File: src/rtl/hdpldadapt_cmn_async_unload_ctrl.sv
// Periodic / on-demand unload sequencer for an async capture bus: pulses unload,
// waits for the bus to settle, then latches the captured value and tracks per-bit changes.
module hdpldadapt_cmn_async_unload_ctrl #(
  parameter int DWIDTH        = 2,
  parameter int CNT_WIDTH     = 8,
  parameter int UNLOAD_CYCLES = 2,
  parameter int WAIT_CYCLES   = 6,
  parameter int RESET_VAL     = 1
) (
  input  logic                 clk,
  input  logic                 rst_n,
  input  logic [DWIDTH-1:0]    capt_data,
  input  logic                 r_unload_en,
  input  logic [CNT_WIDTH-1:0] r_interval,
  input  logic                 upd_req,
  input  logic [DWIDTH-1:0]    clr_sticky,
  output logic                 unload,
  output logic [DWIDTH-1:0]    status_out,
  output logic [DWIDTH-1:0]    change_sticky,
  output logic                 status_valid,
  output logic                 busy
);

  typedef enum logic [1:0] {IDLE, UNLOAD, SETTLE, LATCH} state_t;

  localparam logic [3:0]        ULAST      = 4'(UNLOAD_CYCLES - 1);
  localparam logic [3:0]        WLAST      = 4'(WAIT_CYCLES - 1);
  localparam logic [DWIDTH-1:0] STATUS_RST = (RESET_VAL != 0) ? '1 : '0;

  state_t                 state_q, state_d;
  logic [CNT_WIDTH-1:0]   cnt_q, cnt_d;
  logic [3:0]             phase_q, phase_d;
  logic                   pending_q, pending_d;
  logic                   first_done_q, first_done_d;
  logic                   unload_q, unload_d;
  logic                   busy_q, busy_d;
  logic                   valid_q, valid_d;
  logic [DWIDTH-1:0]      status_q, status_d;
  logic [DWIDTH-1:0]      sticky_q, sticky_d;
  logic [DWIDTH-1:0]      change_set;
  logic                   start_seq;

  always_ff @(posedge clk or negedge rst_n) begin
    if (!rst_n) begin
      state_q      <= IDLE;
      cnt_q        <= '0;
      phase_q      <= '0;
      pending_q    <= 1'b0;
      first_done_q <= 1'b0;
      unload_q     <= 1'b0;
      busy_q       <= 1'b0;
      valid_q      <= 1'b0;
      status_q     <= STATUS_RST;
      sticky_q     <= '0;
    end else begin
      state_q      <= state_d;
      cnt_q        <= cnt_d;
      phase_q      <= phase_d;
      pending_q    <= pending_d;
      first_done_q <= first_done_d;
      unload_q     <= unload_d;
      busy_q       <= busy_d;
      valid_q      <= valid_d;
      status_q     <= status_d;
      sticky_q     <= sticky_d;
    end
  end

  // A request arriving while busy is remembered once and consumed when UNLOAD is next entered.
  always_comb begin
    state_d   = state_q;
    cnt_d     = cnt_q;
    phase_d   = phase_q;
    pending_d = pending_q;
    start_seq = (r_unload_en && (cnt_q == r_interval)) || upd_req || pending_q;
    if (state_q != IDLE && upd_req) pending_d = 1'b1;
    case (state_q)
      IDLE: begin
        cnt_d = r_unload_en ? cnt_q + 1'b1 : '0;
        if (start_seq) begin
          state_d   = UNLOAD;
          phase_d   = '0;
          pending_d = 1'b0;
        end
      end
      UNLOAD: begin
        if (phase_q == ULAST) begin
          state_d = SETTLE;
          phase_d = '0;
        end else begin
          phase_d = phase_q + 4'd1;
        end
      end
      SETTLE: begin
        if (phase_q == WLAST) begin
          state_d = LATCH;
          phase_d = '0;
        end else begin
          phase_d = phase_q + 4'd1;
        end
      end
      LATCH: begin
        state_d = IDLE;
        cnt_d   = '0;
      end
      default: state_d = IDLE;
    endcase
  end

  // Outputs are computed from the next state so the registered copies line up with state_q.
  always_comb begin
    unload_d     = (state_d == UNLOAD);
    busy_d       = (state_d != IDLE);
    valid_d      = (state_q == LATCH);
    status_d     = (state_q == LATCH) ? capt_data : status_q;
    first_done_d = first_done_q | (state_q == LATCH);
    change_set   = (state_q == LATCH && first_done_q) ? (capt_data ^ status_q) : '0;
    sticky_d     = (sticky_q & ~clr_sticky) | change_set;
  end

  assign unload        = unload_q;
  assign busy          = busy_q;
  assign status_valid  = valid_q;
  assign status_out    = status_q;
  assign change_sticky = sticky_q;

endmodule

File: config.mk
export PLATFORM = sky130hd
export DESIGN_NAME = hdpldadapt_cmn_async_unload_ctrl
export DESIGN_NICKNAME = d
export VERILOG_FILES = /design/src/rtl/hdpldadapt_cmn_async_unload_ctrl.sv
export SDC_FILE = /design/constraint.sdc
export NUM_CORES = 1
export LEC_CHECK = 0
export ABC_AREA = 0
export ABC_CLOCK_PERIOD_IN_PS = 1720
export CAP_MARGIN = 20
export CORE_MARGIN = 2
export CORE_UTILIZATION = 51
export CTS_CLUSTER_SIZE = 20
export DETAILED_ROUTE_END_ITERATION = 16
export PLACE_DENSITY = 0.78
export SETUP_SLACK_MARGIN = 0.5
export SLEW_MARGIN = 40
export SYNTH_ARGS = -nofsm -noshare
export SYNTH_HDL_FRONTEND = slang
export SYNTH_SLANG_ARGS = --single-unit
File: constraint.sdc
create_clock -name clk -period 1.72 [get_ports clk]
set_input_delay 0.43 -clock clk [delete_from_list [all_inputs] [get_ports clk]]
set_output_delay 0.43 -clock clk [all_outputs]
set_load 0.1 [all_outputs]
==> results of run 1 <==
stage by stage:
step           area [sq um]  utilization, %  cells
3_5_place_dp           1700            69.9    177
4_1_cts                1950            80.0    196
5_1_grt                2140            88.1    206
2_1_floorplan          1340               -    121
6_report               2140            88.1    206
3_3_place_gp           1700            69.9    177
flip-flops by register name, summed over array words and instances, names as in the netlist:
signal and flops:
cnt_q 8, phase_q 4, change_sticky 2, state_q 2, status_out 2, busy 1, first_done_q 1, pending_q 1
status_valid 1, unload 1
power groups by stage:
stage | Clock, W | Combinational [W] | Sequential (W)
6_report | 0.000269 | 0.00277 | 0.000885
5_1_grt | 0.000283 | 0.00295 | 0.000901
4_1_cts | 0.000258 | 0.00227 | 0.000872
3_5_place_dp | 0 | 0.00186 | 0.000905
3_3_place_gp | 0 | 0.00182 | 0.000896
2_1_floorplan | 0 | 0.000881 | 0.00130
logic make-up after synthesis:
kind of cell / count (synthesis) / share of synthesized area [%]
and+or+nand+nor: 39 / 17.2
DFF: 23 / 45.2
AOI/OAI and AO/OA: 20 / 11.7
xor gates and xnor gates: 16 / 11.0
buffers and inverters: 10 / 2.94
adders and majority gates: 8 / 7.83
muxes: 5 / 4.11
worst reg2reg max path: cells and delay by family, from the launching register on:
family / cells / cell delay [ns]
adders and majority gates: 1 / 0.12
AOI/OAI and AO/OA: 3 / 0.46
DFF: 1 / 0.42
and+or+nand+nor: 1 / 0.41
buffers and inverters: 1 / 0.08
cells in the mapped netlist:
cell       number  area (sq um)
dfrtp_1        21           526
nor2_1         11          41.3
xor2_1         11          96.3
inv_1          10          37.5
ha_1            8           100
nand2_1         7          26.3
nand3_1         6          30.0
o21ai_0         5          25.0
xnor2_1         5          43.8
mux2i_1         3          30.0
nor2b_1         3          18.8
a21o_1          2          15.0
dfstp_2         2          52.6
mux2_2          2          22.5
nand2b_1        2          12.5
o21ai_1         2          10.0
o22ai_1         2          12.5
a211oi_2        1          12.5
a21oi_1         1          5.00
a21oi_2         1          8.76
a31o_1          1          8.76
a31o_4          1          17.5
a41oi_1         1          8.76
and2_1          1          6.26
and3_1          1          6.26
and3_4          1          11.3
and4_1          1          8.76
nor3_1          1          5.00
nor3_2          1          10.0
nor3b_1         1          7.51
nor4_4          1          21.3
o21ai_2         1          8.76
o2bb2ai_1       1          8.76
o32ai_1         1          8.76
or2_2           1          6.26
or3b_1          1          8.76
what timing repair did:
action / 4_1_cts / 5_1_grt
setup buffers: 15 / 10
pin swaps: 15 / 15
endpoints found under the setup margin: 25 / 28
gates cloned: 0 / 0
gates resized for setup: 32 / 26
path summary, 6_finish.rpt:
| check | startpoint | end | cells after the start |
|---|---|---|---|
| min in group clk | pending_q | pending_q | 2 |
| hold / removal | rst_n | cnt_q[6] | 2 |
| max in group asynchronous | rst_n | status_out[0] | 2 |
| setup / recovery | phase_q[1] | busy | 6 |
| setup reg to reg | phase_q[1] | busy | 6 |
| hold reg to reg | pending_q | pending_q | 2 |
metal layers:
metal	wire, um	vias up
met5	0	-
met4	118	0
met3	91	18
met2	2060	30
met1	1430	560
li1	-	523
final cells by class:
cell class	count	area, sq um
sequential	23	594
clock inverter	1	5.00
inverter	10	40.0
fill	117	290
multi-input combinational	88	908
tap	30	37.5
timing repair buffer	51	534
clock buffer	3	22.5
==> flow_summary.json, run 1 <==
{
  "drv_cap": 0,
  "final_max_slew_viol_count": 0,
  "vias_per_cell": 5.49,
  "cts_tree": "yes",
  "synth_seq_cells": 23,
  "grtUsageMet2_pct": 48.6,
  "ys_warn_count": 0,
  "cp_cell_sequence": "inv_2 > ha_4 > or3b_4 > a211oi_4 > a31o_1 > o21ai_2",
  "drt_iter0_markers": 25,
  "start_kind": "flop",
  "dp_hpwl_um": 1970,
  "numCtsBuffers": 3,
  "peakVddDrop_uv": 1920,
  "crit_fanout": 2,
  "met1_usage_pct": 33.2,
  "crit_path_end_kind": "flop",
  "cp.arrival_ns": 1.81,
  "synthCells": 121,
  "critical_path_class": "flop to flop",
  "max_freq_mhz": 629,
  "die_x_um": 54.1,
  "final_common_cell": "buf_4",
  "met3_usage_pct": 4.17,
  "row_count": 18,
  "vias": 1131,
  "status": "completed",
  "grt_pass1_vias": 1146,
  "clockBufferDepth": 2,
  "critPathTopFamily": "compound AO/OA/AOI/OAI gates",
  "antennaDiodeCount": 0,
  "setup_violations": 0,
  "hold_violations": 0,
  "min_path_type": "primary input to asynchronous set/reset pin",
  "clk_pin_slew_ns": 0.14,
  "p_int_w": 0.00214,
  "cts_sinks": 23,
  "p_per_area_nw_per_um2": 1830,
  "fin_tns_setup_ns": 0,
  "cts_hold_buf": 0,
  "r2r_slack_ns": 0.13,
  "hold_ws_ns": 0.427,
  "rsz0062_at_grt": "true",
  "die_h_um": 54.1,
  "io_buffers": 22,
  "grt_pass1_wl_um": 5550,
  "final_cell_mix": "buf_4, dfrtp_1, nor2_1, clkdlybuf4s50_1, buf_6",
  "drive_above_1_share_pct": 54.5,
  "skew_ns": 0.00968,
  "p_switching_w": 0.00179,
  "postRouteAntennaNets": 0,
  "post_synth.cell_area_avg_sq_um": 10.6,
  "dp_worst_setup_slack_ns": -0.230,
  "tightest_slew_ns": 0.304,
  "dr.pass1.iters": 4,
  "synth_cell_types": 36,
  "drc": 0,
  "max_slew_margin_pct": 79.5,
  "gp_congestion": 0.801,
  "finalCriticalPeriod_ns": 1.59,
  "antenna_found_initial": 0,
  "power.leakage_nw": 0.924,
  "pwr-share-clk_pct": 6.8,
  "crit_buf_inv": 1,
  "seqPwrFrac_pct": 22.6,
  "syn_to_final_growth_pct": 67.5,
  "swShare_pct": 45.5,
  "grt_max_degree": 24,
  "clock_latency_ns": 0.33,
  "synth_nets": 145,
  "synth_area_sq_um": 1280,
  "grt.total_usage_pct": 27.4,
  "power_frac_comb_pct": 70.6,
  "htreeDepth": 1,
  "synth_seq_area_share_pct": 45.2,
  "cp_slowest_cell": "dfrtp_1",
  "grt-busiest-layer": "met2",
  "fp.dieArea_sq_um": 2920,
  "critical-path-max-stage-delay_ns": 0.42,
  "start_util_pct": 52.6,
  "wl_per_cell_um": 17.9,
  "gr-total-overflow": 0,
  "fin_nets": 201,
  "cp.required_ns": 1.94,
  "pin_count": 23,
  "power_w": 0.00393,
  "clock-root-buffer": "clkbuf_4",
  "setup_ws_ns": 0.129,
  "fin_crit_sh_pct": 92.5,
  "drt_wl_total_um": 3690,
  "core-area_sq_um": 2430
}
Note: power is estimated with default switching activity, not from simulation.
==> inputs of run 2 (changes only) <==
--- a/config.mk
+++ b/config.mk
@@ -12,6 +12,7 @@
 export CORE_UTILIZATION = 51
 export CTS_CLUSTER_SIZE = 20
 export DETAILED_ROUTE_END_ITERATION = 16
+export HOLD_SLACK_MARGIN = 0.06
 export PLACE_DENSITY = 0.78
 export SETUP_SLACK_MARGIN = 0.5
 export SLEW_MARGIN = 40
==> results of run 2 <==
Same layout as run 1: the final DEF is identical, and so are final timing and power.
==> inputs of run 3 (changes only) <==
--- a/config.mk
+++ b/config.mk
@@ -5,15 +5,14 @@
 export SDC_FILE = /design/constraint.sdc
 export NUM_CORES = 1
 export LEC_CHECK = 0
-export ABC_AREA = 0
+export ABC_AREA = 1
 export ABC_CLOCK_PERIOD_IN_PS = 1720
 export CAP_MARGIN = 20
-export CORE_MARGIN = 2
-export CORE_UTILIZATION = 51
+export CORE_UTILIZATION = 39
 export CTS_CLUSTER_SIZE = 20
 export DETAILED_ROUTE_END_ITERATION = 16
 export HOLD_SLACK_MARGIN = 0.06
-export PLACE_DENSITY = 0.78
+export PLACE_DENSITY = 0.62
 export SETUP_SLACK_MARGIN = 0.5
 export SLEW_MARGIN = 40
 export SYNTH_ARGS = -nofsm -noshare
==> run 3 against run 2 <==
Total power down 7.4%. Sequential share of layout area is 1.2 points lower. Critical endpoint is now status_out[0]. Count of clock-buffer cells in the layout stayed put. Highest routed layer unchanged.
==> flow_summary.json, run 3 <==
{
  "final_common_cell": "nand2_1",
  "io_buffers": 22,
  "post-route-util_pct": 71.5,
  "synth_seq_cells": 23,
  "ys_warn_count": 0,
  "synth_nets": 192,
  "grt_pass1_vias": 1326,
  "gp_congestion": 0.816,
  "yosys-top-cells-area": "dfrtp_1, nand2_1, ha_1, inv_1, dfstp_2",
  "synthArstFlopShare_pct": 100,
  "top_register": "cnt_q",
  "synth_area_sq_um": 1330,
  "antennaDiodeCount": 0,
  "cp.arrival_ns": 1.13,
  "synth_cell_types": 29,
  "max_slew_margin_pct": 79.9,
  "drc": 0,
  "numCtsBuffers": 3,
  "largestRegisters": "cnt_q: 8 flops, phase_q: 4 flops",
  "synth_area_leader_cell": "dfrtp_1",
  "design_area_sq_um": 2240,
  "cp_cell_sequence": "buf_12",
  "clock_latency_ns": 0.31,
  "clk_pin_slew_ns": 0.13,
  "dp_worst_setup_slack_ns": -0.0711,
  "min_path_type": "primary input to asynchronous set/reset pin",
  "final_cell_mix": "nand2_1, buf_4, dfrtp_1, inv_1, inv_2",
  "crit_buf_inv": 1,
  "critPathTopFamily": "flip-flops",
  "dr.pass1.iters": 4,
  "setup_ws_ns": 0.157,
  "start_util_pct": 42.4,
  "tightest_slew_ns": 0.302,
  "skew_ns": 0.00638,
  "clock-root-buffer": "clkbuf_4",
  "fp.dieArea_sq_um": 3630,
  "fin_nets": 252,
  "synth_top_area_share_pct": 39.7,
  "status": "completed",
  "synth_seq_area_share_pct": 43.6,
  "synthMostInstantiatedCell": "nand2_1",
  "gr-total-overflow": 0,
  "peakVddDrop_uv": 1460,
  "die_h_um": 60.3,
  "cts_hold_buf": 0,
  "rsz0062_at_grt": "true",
  "row_count": 20,
  "start_kind": "flop",
  "synth-edff-count": 0,
  "synthTopCellsByCount": "nand2_1, dfrtp_1, inv_1",
  "grt.total_usage_pct": 21.6,
  "largest_reg_flops": 8,
  "cts_tree": "yes",
  "htreeDepth": 1,
  "drive_above_1_share_pct": 50.7,
  "wl_per_cell_um": 13.7,
  "p_per_area_nw_per_um2": 1630,
  "power.leakage_nw": 1.03,
  "crit_fanout": 2,
  "vias": 1338,
  "postRouteAntennaNets": 0,
  "antenna_found_initial": 0,
  "synthCells": 168,
  "final_max_slew_viol_count": 0,
  "dp_hpwl_um": 2170,
  "clockBufferDepth": 2,
  "cts_sinks": 23,
  "power_w": 0.00364,
  "fin_cells": 271,
  "fin_crit_sh_pct": 90.9,
  "drv_cap": 0,
  "grt_pass1_wl_um": 5670,
  "finalCriticalPeriod_ns": 1.56,
  "post_synth.cell_area_avg_sq_um": 7.89,
  "hold_violations": 0,
  "critical-path-max-stage-delay_ns": 0.65,
  "max_freq_mhz": 640,
  "vias_per_cell": 4.94,
  "die_x_um": 60.3,
  "setup_violations": 0,
  "synth_ff_type": "dfrtp_1",
  "dp.cells": 237,
  "grt_max_degree": 24,
  "cp_slowest_cell": "dfstp_4",
  "cp.required_ns": 1.29,
  "crit_path_end_kind": "output port",
  "syn_to_final_growth_pct": 68.7,
  "critical_path_class": "flop to output port",
  "core-area_sq_um": 3130,
  "drt_wl_total_um": 3710,
  "dpl_cell_area_sq_um": 1740,
  "pin_count": 23,
  "drt_iter0_markers": 27
}
==> run 3: stage by stage <==
stage,hold WS [ns],TNS (ns)
after floorplan,0.134,0
after detailed placement,0.487,-0.330
after global placement,0.482,-0.147
after global routing,0.469,0
final,0.451,0
after CTS,0.453,0
==> run 3: cell families (layout without fill, tap and decap cells) <==
family                   count (synthesis)  in the layout  share of synthesized area (%)
flip-flops                              23             23                           43.6
buffers and inverters                   28             86                           8.22
adder cells (fa/ha/maj)                  8              8                           7.55
XOR/XNOR                                 4              4                           2.64
AND/OR/NAND/NOR                         82             83                           28.4
AO/OA/AOI/OAI                           23             23                           9.54
==> run 3: what timing repair did <==
| item | CTS | global route |
|---|---|---|
| setup endpoints to repair | 23 | 24 |
| buffers inserted | 22 | 7 |
| resized for setup | 41 | 36 |
| pin swaps | 16 | 18 |
| gates cloned | 1 | 0 |
==> run 3: path summary, 6_finish.rpt <==
check | slack [ns] | endpoint | cells past startpoint | start
setup reg to reg | 0.26 | cnt_q[7] | 8 | state_q[0]
setup / recovery | 0.16 | status_out[0] | 1 | status_out[0]
max in group asynchronous | 0.98 | status_out[0] | 2 | rst_n
hold / removal | 0.45 | phase_q[1] | 2 | rst_n
hold reg to reg | 0.54 | pending_q | 2 | pending_q
min in group clk | 0.53 | cnt_q[0] | 3 | r_unload_en
==> run 3: per-layer routing <==
layer	global-route usage (%)	wire length (um)	vias up	part of all wire, %
met5	0	0	-	0
met4	8.31	59	0	1.6
met3	2.81	170	8	4.6
met2	40.2	2010	40	54
met1	24.5	1470	632	40
li1	-	-	658	-
==> run 3: power breakdown <==
group	total [W]	internal (W)	switching (W)
Sequential	0.000867	0.000731	0.000136
Combinational	0.00252	0.00108	0.00144
Clock	0.000252	0.0000870	0.000165
Total	0.00364	0.00190	0.00174
==> run 3: cell type report <==
cell class / instances / area [sq um]
Inverter: 27 / 109
Multi-Input combinational cell: 118 / 877
Tap cell: 44 / 55.1
Sequential cell: 23 / 594
Fill cell: 232 / 892
Clock inverter: 1 / 5.00
Timing Repair Buffer: 55 / 573
Clock buffer: 3 / 22.5
